--- config.mk ---
export PLATFORM = sky130hd
export DESIGN_NAME = apb_reg_bridge_flat
export DESIGN_NICKNAME = d
export VERILOG_FILES = /design/src/rtl/apb_reg_bridge_if.sv /design/src/rtl/apb_reg_bridge.sv /design/src/flat_wrapper.sv
export SDC_FILE = /design/constraint.sdc
export NUM_CORES = 1
export LEC_CHECK = 0
export BUFFER_PORTS_ARGS = -buffer_cell sky130_fd_sc_hd__buf_2
export CELL_PAD_IN_SITES_DETAIL_PLACEMENT = 1
export CELL_PAD_IN_SITES_GLOBAL_PLACEMENT = 1
export CORE_AREA = 2 2 73 75
export DETAILED_ROUTE_END_ITERATION = 12
export DIE_AREA = 0 0 75 77
export PLACE_DENSITY = 0.81
export SLEW_MARGIN = 20
export SYNTH_ARGS = -nofsm -noshare
export SYNTH_HDL_FRONTEND = slang
export SYNTH_SLANG_ARGS = --single-unit
--- constraint.sdc ---
create_clock -name clk -period 4.46 [get_ports clk]
set_input_delay 0.223 -clock clk [delete_from_list [all_inputs] [get_ports clk]]
set_output_delay 0.223 -clock clk [all_outputs]
set_load 0.005 [all_outputs]
--- src/rtl/apb_reg_bridge_if.sv ---
// APB3 bus bundle between the MSS FIC master and the register-block bridge.
interface apb_reg_bridge_if #(
    parameter int APB_AW = 32
);
    logic              PSEL;
    logic              PENABLE;
    logic              PWRITE;
    logic [APB_AW-1:0] PADDR;
    logic [31:0]       PWDATA;
    logic [31:0]       PRDATA;
    logic              PREADY;
    logic              PSLVERR;

    modport master (
        output PSEL, PENABLE, PWRITE, PADDR, PWDATA,
        input  PRDATA, PREADY, PSLVERR
    );

    modport slave (
        input  PSEL, PENABLE, PWRITE, PADDR, PWDATA,
        output PRDATA, PREADY, PSLVERR
    );
endinterface

--- src/rtl/apb_reg_bridge.sv ---
// APB3 slave that turns each transfer into a single wr_en/rd_en strobe on the local
// register bus and returns completion, read data and address errors to the master.
module apb_reg_bridge #(
    parameter int APB_AW = 32,
    parameter int REG_AW = 4,
    parameter int DATA_W = 8
) (
    input  logic               clk,
    input  logic               nreset,
    apb_reg_bridge_if.slave    apb,
    output logic               wr_en,
    output logic               rd_en,
    output logic [REG_AW-1:0]  addr,
    output logic [DATA_W-1:0]  data_in,
    input  logic [DATA_W-1:0]  data_out
);

    typedef enum logic [2:0] {
        IDLE,
        WR,
        RD1,
        RD2,
        ACK,
        ERR
    } state_t;

    state_t            state;
    state_t            state_nxt;
    logic              setup;
    logic              addr_err;
    logic              ready;
    logic              slverr;
    logic [DATA_W-1:0] prdata_q;
    logic              unused_pwdata;

    assign setup    = apb.PSEL && !apb.PENABLE;
    // Only word-aligned addresses inside the register window are legal.
    assign addr_err = (apb.PADDR[1:0] != 2'b00) ||
                      (apb.PADDR[APB_AW-1:REG_AW+2] != '0);

    assign unused_pwdata = ^apb.PWDATA[31:DATA_W];

    // NOTE: sequential state uses non-blocking assignments so every flop samples
    // pre-edge values regardless of process evaluation order.
    always_ff @(posedge clk or negedge nreset) begin
        if (!nreset) begin
            state <= IDLE;
        end else begin
            state <= state_nxt;
        end
    end

    // NOTE: every output of this block gets a default first, so no path through
    // the case statement can leave a signal unassigned and infer a latch.
    always_comb begin
        state_nxt = state;
        wr_en     = 1'b0;
        rd_en     = 1'b0;
        ready     = 1'b0;
        slverr    = 1'b0;
        unique case (state)
            IDLE: begin
                if (setup) begin
                    if (addr_err) begin
                        state_nxt = ERR;
                    end else if (apb.PWRITE) begin
                        state_nxt = WR;
                    end else begin
                        state_nxt = RD1;
                    end
                end
            end
            WR: begin
                wr_en     = 1'b1;
                state_nxt = apb.PSEL ? ACK : IDLE;
            end
            RD1: begin
                rd_en     = 1'b1;
                state_nxt = apb.PSEL ? RD2 : IDLE;
            end
            RD2: begin
                state_nxt = apb.PSEL ? ACK : IDLE;
            end
            ACK: begin
                ready     = 1'b1;
                state_nxt = IDLE;
            end
            ERR: begin
                ready     = 1'b1;
                slverr    = 1'b1;
                state_nxt = IDLE;
            end
            default: begin
                state_nxt = IDLE;
            end
        endcase
    end

    // Register-bus address/data are captured at setup and held until the next setup.
    always_ff @(posedge clk or negedge nreset) begin
        if (!nreset) begin
            addr     <= '0;
            data_in  <= '0;
            prdata_q <= '0;
        end else begin
            if (state == IDLE && setup) begin
                addr    <= apb.PADDR[REG_AW+1:2];
                data_in <= apb.PWDATA[DATA_W-1:0];
                if (addr_err) begin
                    prdata_q <= '0;
                end
            end
            // data_out is valid the cycle after the rd_en strobe, i.e. during RD2.
            if (state == RD2 && apb.PSEL) begin
                prdata_q <= data_out;
            end
        end
    end

    assign apb.PRDATA  = {{(32-DATA_W){1'b0}}, prdata_q};
    assign apb.PREADY  = ready;
    assign apb.PSLVERR = slverr;

endmodule
--- src/flat_wrapper.sv ---
// flat-port wrapper written by rule: the top's interface ports become plain ports
module apb_reg_bridge_flat 
#(
    parameter int APB_AW = 32,
    parameter int REG_AW = 4,
    parameter int DATA_W = 8
)
  (clk, nreset, wr_en, rd_en, addr, data_in, data_out, apb_PSEL, apb_PENABLE, apb_PWRITE, apb_PADDR, apb_PWDATA, apb_PRDATA, apb_PREADY, apb_PSLVERR);
  apb_reg_bridge_if #(.APB_AW(APB_AW)) apb_i ();
  input  logic clk;
  input  logic nreset;
  output logic wr_en;
  output logic rd_en;
  output logic [REG_AW-1:0] addr;
  output logic [DATA_W-1:0] data_in;
  input  logic [DATA_W-1:0] data_out;
  input wire logic [$bits(apb_i.PSEL)-1:0] apb_PSEL;
  input wire logic [$bits(apb_i.PENABLE)-1:0] apb_PENABLE;
  input wire logic [$bits(apb_i.PWRITE)-1:0] apb_PWRITE;
  input wire logic [$bits(apb_i.PADDR)-1:0] apb_PADDR;
  input wire logic [$bits(apb_i.PWDATA)-1:0] apb_PWDATA;
  output wire logic [$bits(apb_i.PRDATA)-1:0] apb_PRDATA;
  output wire logic [$bits(apb_i.PREADY)-1:0] apb_PREADY;
  output wire logic [$bits(apb_i.PSLVERR)-1:0] apb_PSLVERR;
  assign apb_i.PSEL = apb_PSEL;
  assign apb_i.PENABLE = apb_PENABLE;
  assign apb_i.PWRITE = apb_PWRITE;
  assign apb_i.PADDR = apb_PADDR;
  assign apb_i.PWDATA = apb_PWDATA;
  assign apb_PRDATA = apb_i.PRDATA;
  assign apb_PREADY = apb_i.PREADY;
  assign apb_PSLVERR = apb_i.PSLVERR;
  apb_reg_bridge #(.APB_AW(APB_AW), .REG_AW(REG_AW), .DATA_W(DATA_W)) u_core (.clk(clk), .nreset(nreset), .apb(apb_i), .wr_en(wr_en), .rd_en(rd_en), .addr(addr), .data_in(data_in), .data_out(data_out));
endmodule
---- Word level (Yosys, flattened, before mapping) ----
Cells that the tools add are included.
cells by class
  reduce and logical (&&, ||, !) cells .... 13
  muxes and demuxes ....................... 13
  equal/unequal tests ..................... 6
operator list
  cell                                                                     count
  26-bit nonzero test                                                      1
  8-bit two-way mux                                                        3
  3-bit two-way mux                                                        3
  3-bit case mux with 3 select lines                                       1
  3-bit by 2-bit equality test with 1-bit output, second input constant    2
  3-bit equality test, second input constant                               2
  2-bit nonzero test                                                       3
  1-bit two-way mux                                                        4
  2-bit two-way mux                                                        2
  2-bit OR reduction                                                       2
  3-bit by 1-bit equality test with 1-bit output, second input constant    1
  1-bit logical AND                                                        3
  3-bit logical NOT                                                        1
  2-bit by 1-bit inequality test with 1-bit output, second input constant  1
  2-bit AND reduction                                                      1
  1-bit logical NOT                                                        1
  1-bit logical OR                                                         1
storage, ports and cells
  bits in registers ....................... 23
  input bits .............................. 77
  output and inout port bits .............. 48

---- Logic depth before layout (Yosys ltp) ----
  depth after elaboration ................. 5
  mapped depth ............................ 5

---- Worst setup path after synthesis ----
Ideal clock, no wire load.
  path type ............................... reg2reg
  start point ............................. reg u_core.state[2]
  end point ............................... reg u_core.addr[1]
  arrival ................................. 1518 ps
  clock period less this slack ............ 1643 ps
  buffers on the path ..................... 2
  cell stages (with the launch flop) ...... 6
  library setup time ...................... 125 ps
  slack ................................... 2817 ps
  data required time ...................... 4335 ps
  path through ............................ dfrtp_1 -> nand2b_4 -> or4_4 -> buf_6 -> buf_12 -> mux2_4
between the ends
  cells in the longest elaborated chain, start to end .. 2
ends and longest elaborated chain
  item                      RTL line               source
  start: declaration        apb_reg_bridge.sv:27   state_t state;
  start signal: assignment  apb_reg_bridge.sv:49   state <= state_nxt;
  3-bit logical NOT         apb_reg_bridge.sv:106  if (state == IDLE && setup) begin
  1-bit logical AND         apb_reg_bridge.sv:106
  end signal: assignment    apb_reg_bridge.sv:107  addr <= apb.PADDR[REG_AW+1:2];
  end: declaration          apb_reg_bridge.sv:13   output logic [REG_AW-1:0] addr,
No other way between the ends.
A chain may end at the register's enable or synchronous reset.

---- Final worst setup path ----
  start point ............................. reg u_core.state[1]
  end point ............................... reg u_core.prdata_q[3]
between the ends
  cells in the longest elaborated chain, start to end .. 4
ends and longest elaborated chain
  item                                                                                        RTL line                                      source
  3-bit by 2-bit equality test with 1-bit output / 3-bit logical NOT (equally long branches)  apb_reg_bridge.sv:114, apb_reg_bridge.sv:106
  1-bit logical AND, on equally long branches                                                 apb_reg_bridge.sv:114, apb_reg_bridge.sv:106
  2-bit nonzero test (no line)                                                                -
  2-bit AND reduction (no line)                                                               -
  end signal: assignment                                                                      apb_reg_bridge.sv:115                         prdata_q <= data_out;
  end: declaration                                                                            apb_reg_bridge.sv:33                          logic [DATA_W-1:0] prdata_q;
Parallel ways exist; a longest one is shown, timed or not.

==> metrics.sh <==
PORT_BUFFERS=76
FIN_NETS=270
YS.WARNINGS.COUNT=0
WORSTSETUPPATHTYPE='reg2reg'
DESIGN_AREA_UM2=1670
SYNTH_AREA_UM2=1270
GLOBALPLACE.CONGESTION=0.667
CRIT_CELLS=3
FINALSETUPVIOLCOUNT=0
TIMING.CRITICAL_PATH.FROM='u_core.state[1]'
SYNTH.FF_LATCH_COUNT=23
TIMING.FINAL.CRIT_PERIOD_PS=1850
FP.DIEAREA_UM2=5780
YS_TOP_CELLS_BY_AREA='sky130_fd_sc_hd__dfrtp_1 45%, sky130_fd_sc_hd__buf_4 14%, sky130_fd_sc_hd__mux2_4 11%'
STATUS='complete, no violations'
TIMING.SETUP.TNS_PS=0
CPLARGESTDELAYFAMILY='simple AND/OR/NAND/NOR gates'
SEQCELLAREA_UM2=576
CRITPATHSLOWESTCELL='sky130_fd_sc_hd__or4_4'
TIMING_MAX_TRANSITION_VIOLATIONS_FINAL=0
SYNTH_FLOP_CELL='sky130_fd_sc_hd__dfrtp_1'
DR.PASS1.ITERS=3
INITIAL_ANTENNA_VIOLATION_COUNT=0
CLOCK_TREE_ROOT='sky130_fd_sc_hd__clkbuf_8'
P_LEAK_uW=0.000908
WORSTSETUPSTARTPOINTTYPE='flip-flop'
WL_PER_CELL_UM=11.9
PIN_COUNT=125
FLOORPLAN.ROWS=26
CLOCK.FMAX_GHz=0.541
PEAKVDDDROP_mV=0.0900
GRT_FIRST_PASS_WIRELENGTH_UM=4900
TRACK_USAGE_PCT=10.9
NUM_VIAS=1046
CLK_PIN_SLEW_PS=80
FP.DIEW_UM=75
CRIT_PATH_CELL_TRACE='or4_4, a21oi_2, o21ai_0'
PWR_DENSITY_CELL_nW_PER_UM2=296
CLKLATENCYLATEPIN_PS=260
DRV_CAP=0
WORST-PATH-MAX-FANOUT=14
SETUP.WORST_PATH.END='u_core.prdata_q[3]'
CP_NUM_BUF_INV=0
YOSYS-TOP-CELLS-COUNT='24 x sky130_fd_sc_hd__buf_4, 23 x sky130_fd_sc_hd__dfrtp_1, 17 x sky130_fd_sc_hd__nand2_1, 9 x sky130_fd_sc_hd__mux2_4, 8 x sky130_fd_sc_hd__o21ai_0'
MIN_PERIOD_OVER_PERIOD_PCT=41.4
MULTI_INPUT_AREA_UM2=566
RSZ0062_AT_GRT='false'
POSTCTSSETUPBUFFERS=0
FINAL-HOLD-VIOLATION-COUNT=0
DRT_ITER0_DRC=37
GRT_MAX_DEGREE=24
POST_SYNTH_EDFFS=0
CLOCK_SINKS=23
CRITICAL_PATH.MAX_STAGE_DELAY_PS=720
CTS_BUFFERS=3
WORST_R2R_PATH_DEPTH=3
MIN_PATH_TYPE='in2reg'
AREA_SHARE_OF_THE_LARGEST_CELL_TYPE_AFTER_SYNTHESIS_PCT=45.3
END_KIND='flip-flop'
DESIGN.CORE.AREA_UM2=4980
TIMING.HOLD.WS_PS=166
AREA.GROWTH.SYNTH_TO_FINAL_PCT=31.1
DIODES=0
FILLER_CELL_COUNT_IN_THE_FINAL_LAYOUT=615
NETLIST_CELL_TYPES=27
HPWL_UM=2550
NETLIST_INSTANCES=115
CTS.PATH.MAX_BUFFERS=2
DRT-VIAS-PER-INSTANCE=3.99
ASYNC_FLOP_SHARE_PCT=100
WORST_SKEW_PS=4.05
R2R_START='u_core.state[1]'
ANTENNA_LEFT=0
POST_DP_CELL_AREA_UM2=1610
DRIVE_GT1_SHARE_PCT=50.0
SYN_AREA_PER_CELL_UM2=11.0
CP_DATA_ARRIVAL_TIME_PS=1970
DRC=0
MOST_COMMON_CELL_IN_THE_NETLIST='sky130_fd_sc_hd__buf_4'
CRITICAL_PATH_REQUIRED_PS=4590
WIRELENGTH_UM=3120
GLOBALROUTEOVERFLOWTOTAL=0
YS_SEQ_AREA_SHARE_PCT=45.3
POST-SYNTH-TOP-AREA-CELL='sky130_fd_sc_hd__dfrtp_1'
CRITICAL_PATH.REG2REG.ENDPOINT='u_core.prdata_q[3]'
FF2FF_SETUP_SLACK_PS=2610
VIAS_IN_THE_FIRST_GLOBAL_ROUTE=1108
CHIPHEIGHT_UM=77
TRITONCTS='yes'
INITIAL_UTILIZATION_PCT=25.5
HTREEDEPTH=1
==> how the worst min path moves through the flow <==
stage / start / endpoint / slack (ps) / depth (start not counted)
3_5_place_dp: nreset / u_core.data_in[4] / 230 / 1
2_1_floorplan: nreset / u_core.addr[0] / -70 / 0
3_3_place_gp: nreset / u_core.data_in[0] / 230 / 1
6_report: data_out[0] / u_core.prdata_q[0] / 170 / 3
5_1_grt: data_out[5] / u_core.prdata_q[5] / 160 / 3
4_1_cts: data_out[0] / u_core.prdata_q[0] / 160 / 3
==> power by group <==
group	internal, µW	switching, µW	total [µW]
registers	236	15.1	251
clock network	62.2	64.5	127
logic	72.1	44.0	116
==> cell families after synthesis <==
kind of cell,count (synthesis),synth area share [%]
buffers and inverters,27,16.9
AO/OA/AOI/OAI,12,6.40
AND/OR/NAND/NOR,40,17.7
flip-flops,23,45.3
other,1,0.295
multiplexers,12,13.3
==> tightest hold or removal path: cells and delay by family <==
kind            cells  cell delay (ps)
buf+inv             1               70
simple gates        1               40
compound gates      1               60
==> metal layers <==
layer	track usage, %	wire (µm)	vias up
met5	0	0	-
met4	3.75	27	0
met3	1.45	281	2
met2	20.4	1600	61
met1	11.9	1210	482
li1	-	-	501
==> through the flow <==
step	setup WS (ps)	util, %	total power [µW]	std cells
3_5_place_dp	2550	32.3	372	257
4_1_cts	2560	33.5	501	262
3_3_place_gp	2630	32.3	368	257
6_report	2610	33.5	494	262
5_1_grt	2410	33.5	523	262
2_1_floorplan	2820	-	329	138
==> layout by cell type, fill, tap and decap left out, types with 2 or more instances in the layout <==
master | synthesis | routed
sky130_fd_sc_hd__dfrtp_1 | 23 | 23
sky130_fd_sc_hd__nor3_1 | 2 | 2
sky130_fd_sc_hd__nor4_1 | 7 | 7
sky130_fd_sc_hd__nand2_1 | 17 | 17
sky130_fd_sc_hd__and2b_1 | 3 | 3
sky130_fd_sc_hd__mux2_2 | 3 | 3
sky130_fd_sc_hd__mux2_4 | 9 | 9
sky130_fd_sc_hd__and3_1 | 2 | 2
sky130_fd_sc_hd__buf_2 | 0 | 76
sky130_fd_sc_hd__clkbuf_8 | 0 | 3
sky130_fd_sc_hd__conb_1 | 1 | 24
sky130_fd_sc_hd__o21ai_0 | 8 | 8
==> state kept, by name, indices dropped and copies added (netlist names) <==
| name | cells |
|---|---|
| u_core.addr | 4 |
| u_core.prdata_q | 8 |
| u_core.data_in | 8 |
| u_core.state | 3 |
==> final cells by class <==
type | count | area share (%)
Clock inverter | 1 | 0.301
Tap cell | 70 | 5.26
Clock buffer | 3 | 2.48
Multi-Input combinational cell | 88 | 34.0
Sequential cell | 23 | 34.6
Timing Repair Buffer | 77 | 23.4
==> what timing repair did <==
item	CTS	global route
gates resized for setup	0	0
hold endpoints to repair	23	0
hold buffers	1	0
Power figures use the tool's default switching activity.
